<file path="src/rtl/fp16_group_accumulator.sv">
// Sums a variable-length group of FP16 terms in a wide fixed-point register (units of 2^-24).
// Rounds once to FP16 (nearest-even, flush-to-zero, saturate to infinity) when the group closes.
module fp16_group_accumulator #(
    parameter int MAX_LEN = 256,
    parameter int CNT_W   = $clog2(MAX_LEN) + 1,
    parameter int ACC_W   = 42 + $clog2(MAX_LEN)
) (
    input  logic             clk,
    input  logic             rst_n,
    input  logic             in_valid,
    output logic             in_ready,
    input  logic [15:0]      in_fp16,
    input  logic             in_last,
    output logic             out_valid,
    input  logic             out_ready,
    output logic [15:0]      out_fp16,
    output logic [CNT_W-1:0] out_len
);

    localparam int LW = $clog2(ACC_W);

    typedef enum logic {ACC, OUT} state_t;

    state_t                   state;
    logic signed [ACC_W-1:0]  acc;
    logic [CNT_W-1:0]         cnt;
    logic                     nan_flag;

    logic [ACC_W-1:0]         mag_in;
    logic signed [ACC_W-1:0]  term;
    logic                     term_nan;
    logic signed [ACC_W-1:0]  sum;
    logic [ACC_W-1:0]         mag;
    logic [ACC_W-1:0]         norm;
    logic [LW-1:0]            lead;
    logic [LW-1:0]            exp_pre;
    logic [LW:0]              exp_fin;
    logic [9:0]               frac_r;
    logic [10:0]              frac_up;
    logic                     guard;
    logic                     sticky;
    logic [15:0]              rounded;
    logic [CNT_W-1:0]         cnt_inc;
    logic                     closing;

    assign in_ready = (state == ACC);
    assign cnt_inc  = cnt + 1'b1;
    assign closing  = in_last || (cnt_inc == CNT_W'(MAX_LEN));

    always_comb begin
        mag_in   = '0;
        term     = '0;
        term_nan = 1'b0;
        if (in_fp16[14:10] == 5'h1F) begin
            term_nan = 1'b1;
        end else if (in_fp16[14:10] != 5'h00) begin
            mag_in = {{(ACC_W-11){1'b0}}, 1'b1, in_fp16[9:0]} << (in_fp16[14:10] - 5'd1);
            term   = in_fp16[15] ? -$signed(mag_in) : $signed(mag_in);
        end
    end

    // Left-justify the magnitude so frac/guard/sticky sit at fixed bit positions;
    // zero fill from the shift supplies the "bits below index 0 read as 0" case.
    always_comb begin
        sum  = acc + term;
        mag  = sum[ACC_W-1] ? ACC_W'(-sum) : ACC_W'(sum);
        lead = '0;
        for (int unsigned i = 0; i < ACC_W; i++) begin
            if (mag[i]) lead = i[LW-1:0];
        end
        norm    = mag << (LW'(ACC_W - 1) - lead);
        frac_r  = norm[ACC_W-2 -: 10];
        guard   = norm[ACC_W-12];
        sticky  = |norm[ACC_W-13:0];
        frac_up = {1'b0, frac_r} + 11'(guard && (sticky || frac_r[0]));
        exp_pre = lead - LW'(9);
        exp_fin = {1'b0, exp_pre} + (LW+1)'(frac_up[10]);

        if (nan_flag || term_nan)
            rounded = 16'h7E00;
        else if (mag == '0 || lead <= LW'(9))
            rounded = 16'h0000;
        else if (exp_fin >= (LW+1)'(31))
            rounded = {sum[ACC_W-1], 5'h1F, 10'h000};
        else
            rounded = {sum[ACC_W-1], exp_fin[4:0], frac_up[9:0]};
    end

    always_ff @(posedge clk or negedge rst_n) begin
        if (!rst_n) begin
            state     <= ACC;
            acc       <= '0;
            cnt       <= '0;
            nan_flag  <= 1'b0;
            out_valid <= 1'b0;
            out_fp16  <= 16'h0000;
            out_len   <= '0;
        end else begin
            case (state)
                ACC: begin
                    if (in_valid) begin
                        acc      <= sum;
                        cnt      <= cnt_inc;
                        nan_flag <= nan_flag | term_nan;
                        if (closing) begin
                            state     <= OUT;
                            out_valid <= 1'b1;
                            out_fp16  <= rounded;
                            out_len   <= cnt_inc;
                        end
                    end
                end
                OUT: begin
                    if (out_ready) begin
                        state     <= ACC;
                        out_valid <= 1'b0;
                        acc       <= '0;
                        cnt       <= '0;
                        nan_flag  <= 1'b0;
                    end
                end
                default: state <= ACC;
            endcase
        end
    end

endmodule

</file>
<file path="config.mk">
export PLATFORM = sky130hd
export DESIGN_NAME = fp16_group_accumulator
export DESIGN_NICKNAME = d
export VERILOG_FILES = /design/src/rtl/fp16_group_accumulator.sv
export SDC_FILE = /design/constraint.sdc
export NUM_CORES = 1
export LEC_CHECK = 0
export CAP_MARGIN = 15
export CORE_ASPECT_RATIO = 1.4
export CORE_MARGIN = 2
export CORE_UTILIZATION = 30
export CTS_BUF_LIST = sky130_fd_sc_hd__clkbuf_4 sky130_fd_sc_hd__clkbuf_8
export CTS_CLUSTER_DIAMETER = 100
export DETAILED_ROUTE_END_ITERATION = 10
export GPL_TIMING_DRIVEN = 0
export PLACE_DENSITY = 0.55
export SLEW_MARGIN = 40
export SYNTH_ARGS = -nofsm -noshare
export SYNTH_HDL_FRONTEND = slang
export SYNTH_SLANG_ARGS = --single-unit
</file>
<file path="constraint.sdc">
create_clock -name clk -period 23 [get_ports clk]
set_clock_uncertainty 0.05 [all_clocks]
set_input_delay 3.45 -clock clk [delete_from_list [all_inputs] [get_ports clk]]
set_output_delay 3.45 -clock clk [all_outputs]
set_load 0.005 [all_outputs]
</file>
After elaboration in Yosys (flattened, before gate mapping). Cells that the tools add are included.

Mux-type cells: 73. Magnitude comparators: 2. Reductions and logical operators: 11. Equal/unequal tests: 5. Shift-type cells: 2. Add/subtract/negate cells: 9. Bitwise operators: 2.

Operators with widths (number): 50-bit 2-to-1 mux (6); 6-bit 2-to-1 mux (48); 50-bit negation (2); 50-bit one-hot mux with 2 select lines (1); 50-bit adder (1); 50-bit logical NOT (1); 11-bit by 5-bit << shifter with 50-bit output (1); 50-bit by 6-bit << shifter with 49-bit output (1); 38-bit OR reduction (1); 16-bit 2-to-1 mux (2); 9-bit 2-to-1 mux (2); 9-bit one-hot mux with 2 select lines (1); 15-bit 2-to-1 mux (1); 10-bit by 1-bit adder with 11-bit output (1); 9-bit by 1-bit adder with 9-bit output (second input constant) (1); 9-bit equality test (second input constant) (1); 1-bit 2-to-1 mux (9); 6-bit by 1-bit adder with 7-bit output (1); 7-bit by 5-bit greater-or-equal comparator with 1-bit output (second input constant) (1); 6-bit by 4-bit <= comparator with 1-bit output (second input constant) (1); 1-bit one-hot mux with 2 select lines (3); 3-bit AND reduction (2); 6-bit by 4-bit subtractor with 6-bit output (second input constant) (1); 6-bit subtractor (first input constant) (1); 10 further kinds (14).

Bits of input ports: 21. Output and inout port bits: 27. Logic and storage cells: 111. Flip-flop bits (word level): 87.

Longest topological paths before layout.
Depth in word-level cells: 69. Depth in mapped cells: 73. Gate-level depth less buffers: 58.

Least setup slack after synthesis. OpenSTA, ideal clock, no wires.

Path type: input port to flip-flop. Start point: in in_fp16[10]. End point: reg out_fp16[8]. Data arrival time: 17.056 ns. Data required time: 22.824 ns. Setup slack: 5.768 ns. Stages on the path: 65. Setup time: 0.126 ns. Path buffers: 12. Path through: buf_4 buf_4 inv_2 buf_4 ha_1 buf_6 mux2_1 mux4_2 a22o_1 or3_1 or3_1 or2_2 or3_1 nor2_1 nand2_1 o31ai_1 and2_1 xor2_1 [... 29 more ...] mux4_2 nor2_1 nor3_1 nor4_2 and3_1 and3_1 ha_1 ha_1 nand2_1 mux2i_1 o32ai_1 a31oi_1 xnor2_1 a21oi_1 nand3_1 clkbuf_1 nor2_1 a221o_1.

Longest elaborated chain between the ends: 69. Elaborated cells between the ends (all ways): 77. Those cells by class: add/sub: 8; order compare: 2; eq/ne: 1; shift: 2; mux: 57; reduce/logical: 7.

Ends and longest elaborated chain: from (decl) (RTL line 12) `input logic [15:0] in_fp16,`; 5-bit by 1-bit subtractor with 5-bit output (RTL line 57) `mag_in = {{(ACC_W-11){1'b0}}, 1'b1, in_fp16[9:0]} << (in_fp16[14:10] - 5'd1);`; 11-bit by 5-bit << shifter with 50-bit output (RTL line 57); 50-bit negation (RTL line 58) `term = in_fp16[15] ? -$signed(mag_in) : $signed(mag_in);`; 50-bit 2-to-1 mux (RTL line 58); 50-bit 2-to-1 mux (RTL line 56) `end else if (in_fp16[14:10] != 5'h00) begin`; 50-bit 2-to-1 mux (RTL line 54) `if (in_fp16[14:10] == 5'h1F) begin`; 50-bit adder (RTL line 65) `sum = acc + term;`; 50-bit negation (RTL line 66) `mag = sum[ACC_W-1] ? ACC_W'(-sum) : ACC_W'(sum);`; [... 53 more ...]; 1-bit logical OR (RTL line 75) `frac_up = {1'b0, frac_r} + 11'(guard && (sticky || frac_r[0]));`; 1-bit logical AND (RTL line 75); 10-bit by 1-bit adder with 11-bit output (RTL line 75); 6-bit by 1-bit adder with 7-bit output (RTL line 77) `exp_fin = {1'b0, exp_pre} + (LW+1)'(frac_up[10]);`; 7-bit by 5-bit greater-or-equal comparator with 1-bit output (RTL line 83) `else if (exp_fin >= (LW+1)'(31))`; 15-bit 2-to-1 mux (RTL line 83); 16-bit 2-to-1 mux (RTL line 81) `else if (mag == '0 || lead <= LW'(9))`; 16-bit 2-to-1 mux (*) (RTL line 79) `if (nan_flag || term_nan)`; to (signal assigned) (RTL line 108) `out_fp16 <= rounded;`; to (decl) (RTL line 16) `output logic [15:0] out_fp16,`.

Mark *: on every way between the ends. The rest lies on a longest branch, timed or not. A chain may end at the register's enable or synchronous reset.

Worst setup path in the final report. Ends and elaborated chain as after synthesis.

==> impl_results.md <==
* Routed wire length at approximately 87000 µm
* RSZ-0062 raised after global routing: no
* Reg-to-reg setup timing slack at ~8.7 ns
* Worst-Margin Slew at about 0.9 ns
* Layout cells sized above 1 at approximately a tenth
* Number of max-cap violations at 0
* Area occupied by multi-input gates at around 15000 µm²
* Buffers added on ports at 45
* Vias in the first global route at ~21000
* Initial antenna violation count at 2
* Crit path capture type: flop
* Syn Nets at ~2600
* Initial core utilization at a little under a third
* Die area at about 63000 µm²
* GR Overflow Total at 0
* Max stage delay on crit path at approximately 0.67 ns
* Worst EP required at between 20 and 25 ns
* CTS Hold Bufs at 0
* Top cells by area, synth: dfrtp_1 12%, nand2_1 6.0%, o21ai_0 5.4%
* Worst Hold End: out_fp16[5]
* Placed Area at between 15000 and 20000 µm²
* RR Startpoint: acc[18]
* Initial DRC count at around 1800
* Hold Path Stages at 2
* Hold_sp: out_fp16[5]
* DRT antenna net count at 0
* Post-DP HPWL at 71740 µm
* Die X at between 200 and 250 µm
* Nets at ~2700
* Final instance area at 20130 µm²
* Core ar. at 59810 µm²
* RePlAce Congestion at a little over 1
* Synth unique cells at about 120
* WP data arrival at ~22 ns
* Cells after Synth at around 2600
* Yosys warning count at 0
* Seq cells post-synth at 87
* CTS tree: yes
* Depth of the most critical reg-to-reg path at 48
* Final Hold Viols at 0
* Via density at around 6.2
* Max-slew violations at 0
* Cell taking the most area after synthesis: dfrtp_1
* Min-delay worst type: reg2reg
* First-pass GRT wire length at 130400 µm
* DRC errors left at 0
* Buffer depth of the longest clock path at 2
* Placed cell count at about 3400
* WL/cell at approximately 25 µm
* Pre-antenna DRT Iters at 7
* Reg-to-Reg End: out_fp16[8]
* Synth top area share at around an eighth
* DR vias at approximately 22000
* Ports at 48
* Slew headroom at between 30% and 40%
* Htree depth at 3
* Global Route Usage Sum at 27.45%
* Clk sinks at 87
* Clk slew on worst S/H paths at 0.11 ns
* Status: finished clean
* Async S/R FF share, synth at 100.0%
* Seq/Total Area, Yosys at between 10% and 20%
* Setup CP Type: in2reg
* Most used cell, CP: buf_2
* Highest clock rate at about 45 MHz
* Register area at around 2200 µm²
* Clk_lat worst skew at between 0.4 and 0.5 ns
* # setup viols final at 0
* Largest net degree at the start of global routing at 45
* Ys flop type: dfrtp_1
* Final Non-Filler Cells at roughly 3400
* Area growth syn-to-layout at 10.75%
* CP max-delay cell: a2111oi_1
* Chip Height at 295.2 µm
* Post-synth EDFFs at 0
* Cts bufs inserted at 9
* Mean Syn Cell Area at slightly above 7 µm²
* CP max FO at 12
* CP startpoint kind: input pin
* Filler cells at roughly 6500
* Synthesized area at around 18000 µm²
* Final Cycle Share at between 90% and 100%
* Clk Tree Root Cell: clkbuf_8
* Core Rows at between 100 and 150
* Fin crit period at 22.12 ns
critical path: cells and delay by family:
kind | cells | cell delay [ns]
AO/OA/AOI/OAI | 18 | 5.49
AND/OR/NAND/NOR | 21 | 4.97
buffers and inverters | 17 | 4.73
multiplexers | 5 | 1.56
adder cells (fa/ha/maj) | 5 | 1.31
XOR/XNOR | 3 | 0.82
metal layers:
layer	up-vias	share of wire [%]	GRT usage [%]	wire, µm
met1	10310	36	28.07	31260
met4	0	9.1	21.81	7889
li1	9953	-	-	-
met3	344	4.6	3.293	3975
met2	897	51	50.29	44030
met5	-	0	0	0
cells in the mapped netlist (37+ instances only):
| cell | n |
|---|---|
| buf_2 | 37 |
| xnor2_1 | 103 |
| a21oi_1 | 154 |
| mux2i_1 | 74 |
| inv_1 | 50 |
| nor4_1 | 45 |
| ha_1 | 62 |
| nand4_1 | 51 |
| clkbuf_1 | 105 |
| nand2_1 | 292 |
| o211ai_1 | 44 |
| o21ai_0 | 195 |
| nor3_1 | 95 |
| xor2_1 | 50 |
| dfrtp_1 | 87 |
| a21o_1 | 45 |
| nand3_1 | 83 |
| a211oi_1 | 56 |
| nor2_1 | 230 |
logic make-up (layout without fill, tap and decap cells):
group | count (synthesis) | count (layout) | synth area share [%]
DFF | 87 | 87 | 11.98
xor gates and xnor gates | 156 | 156 | 7.642
other | 0 | 1 | 0
muxes | 133 | 133 | 8.736
buffers and inverters | 230 | 298 | 5.721
AOI/OAI and AO/OA | 887 | 887 | 34.17
adders and majority gates | 63 | 63 | 4.378
and+or+nand+nor | 1008 | 1008 | 27.37
stage by stage:
| step | TNS (ns) | utilization [%] | hold WS, ns | worst slack, ns |
|---|---|---|---|---|
| 2_1_floorplan | 0 | - | 0.4063 | 5.768 |
| 3_3_place_gp | -5.234 | 32.83 | 0.4164 | -0.6716 |
| 3_5_place_dp | 0 | 33.10 | 0.4242 | 0.1820 |
| 4_1_cts | 0 | 33.42 | 0.4515 | 0.5826 |
| 5_1_grt | 0 | 33.65 | 0.4756 | 0.01212 |
| 6_report | 0 | 33.65 | 0.4421 | 0.8842 |
area by class of cell:
class	instances	area share (%)
well taps	810	5.035
inverters	56	1.057
multi-input cells	2247	75.37
clock inverters	7	0.3605
flip-flops and latches	87	10.82
repair buffers	52	2.592
diodes	1	0.01243
plain buffers	174	4.140
clock buffers	9	0.6154
cells in the final DEF, fill, tap and decap left out, drive strengths merged, types with 13 or more instances in the layout:
| cell type | instances |
|---|---|
| and3 | 35 |
| inv | 58 |
| a21oi | 155 |
| nor3 | 96 |
| ha | 62 |
| nor4 | 50 |
| and2 | 29 |
| a211o | 13 |
| clkdlybuf4s50 | 44 |
| o22ai | 23 |
| a211oi | 60 |
| clkbuf | 114 |
| or3 | 27 |
| a221oi | 16 |
| nand3 | 83 |
| a21o | 45 |
| xnor2 | 105 |
| nand4 | 52 |
| nor2 | 231 |
| nand2b | 24 |
| xor2 | 51 |
| o32ai | 13 |
| o211ai | 46 |
| o21ai | 211 |
| nand2 | 293 |
| buf | 77 |
| o21a | 29 |
| or4 | 13 |
| o31ai | 32 |
| mux2i | 75 |
| mux4 | 15 |
| o41ai | 13 |
| o2111ai | 14 |
| dfrtp | 87 |
| a2111oi | 25 |
| a31oi | 27 |
| mux2 | 43 |
| or2 | 24 |
what timing repair did:
action,CTS,global route
buffers inserted,0,3
endpoints found under the setup margin,0,10
resized for setup,0,14
worst max-delay path by stage:
stage                      from          end  slack (ns)  cells after the start
floorplan           in_fp16[10]  out_fp16[8]        5.77                     65
global placement    in_fp16[10]  out_fp16[8]       -0.67                     62
detailed placement  in_fp16[10]  out_fp16[8]        0.18                     68
CTS                 in_fp16[10]  out_fp16[8]        0.58                     68
global route        in_fp16[10]  out_fp16[8]        0.01                     69
finish              in_fp16[10]  out_fp16[8]        0.88                     69
sequential cells by signal (all words and copies together) (netlist names):
signal,count
state,1
out_len,9
cnt,9
nan_flag,1
out_fp16,16
out_valid,1
acc,50
Power is not shown: default switching activity piles up to over one toggle a cycle in this logic, so the estimate is an artifact.
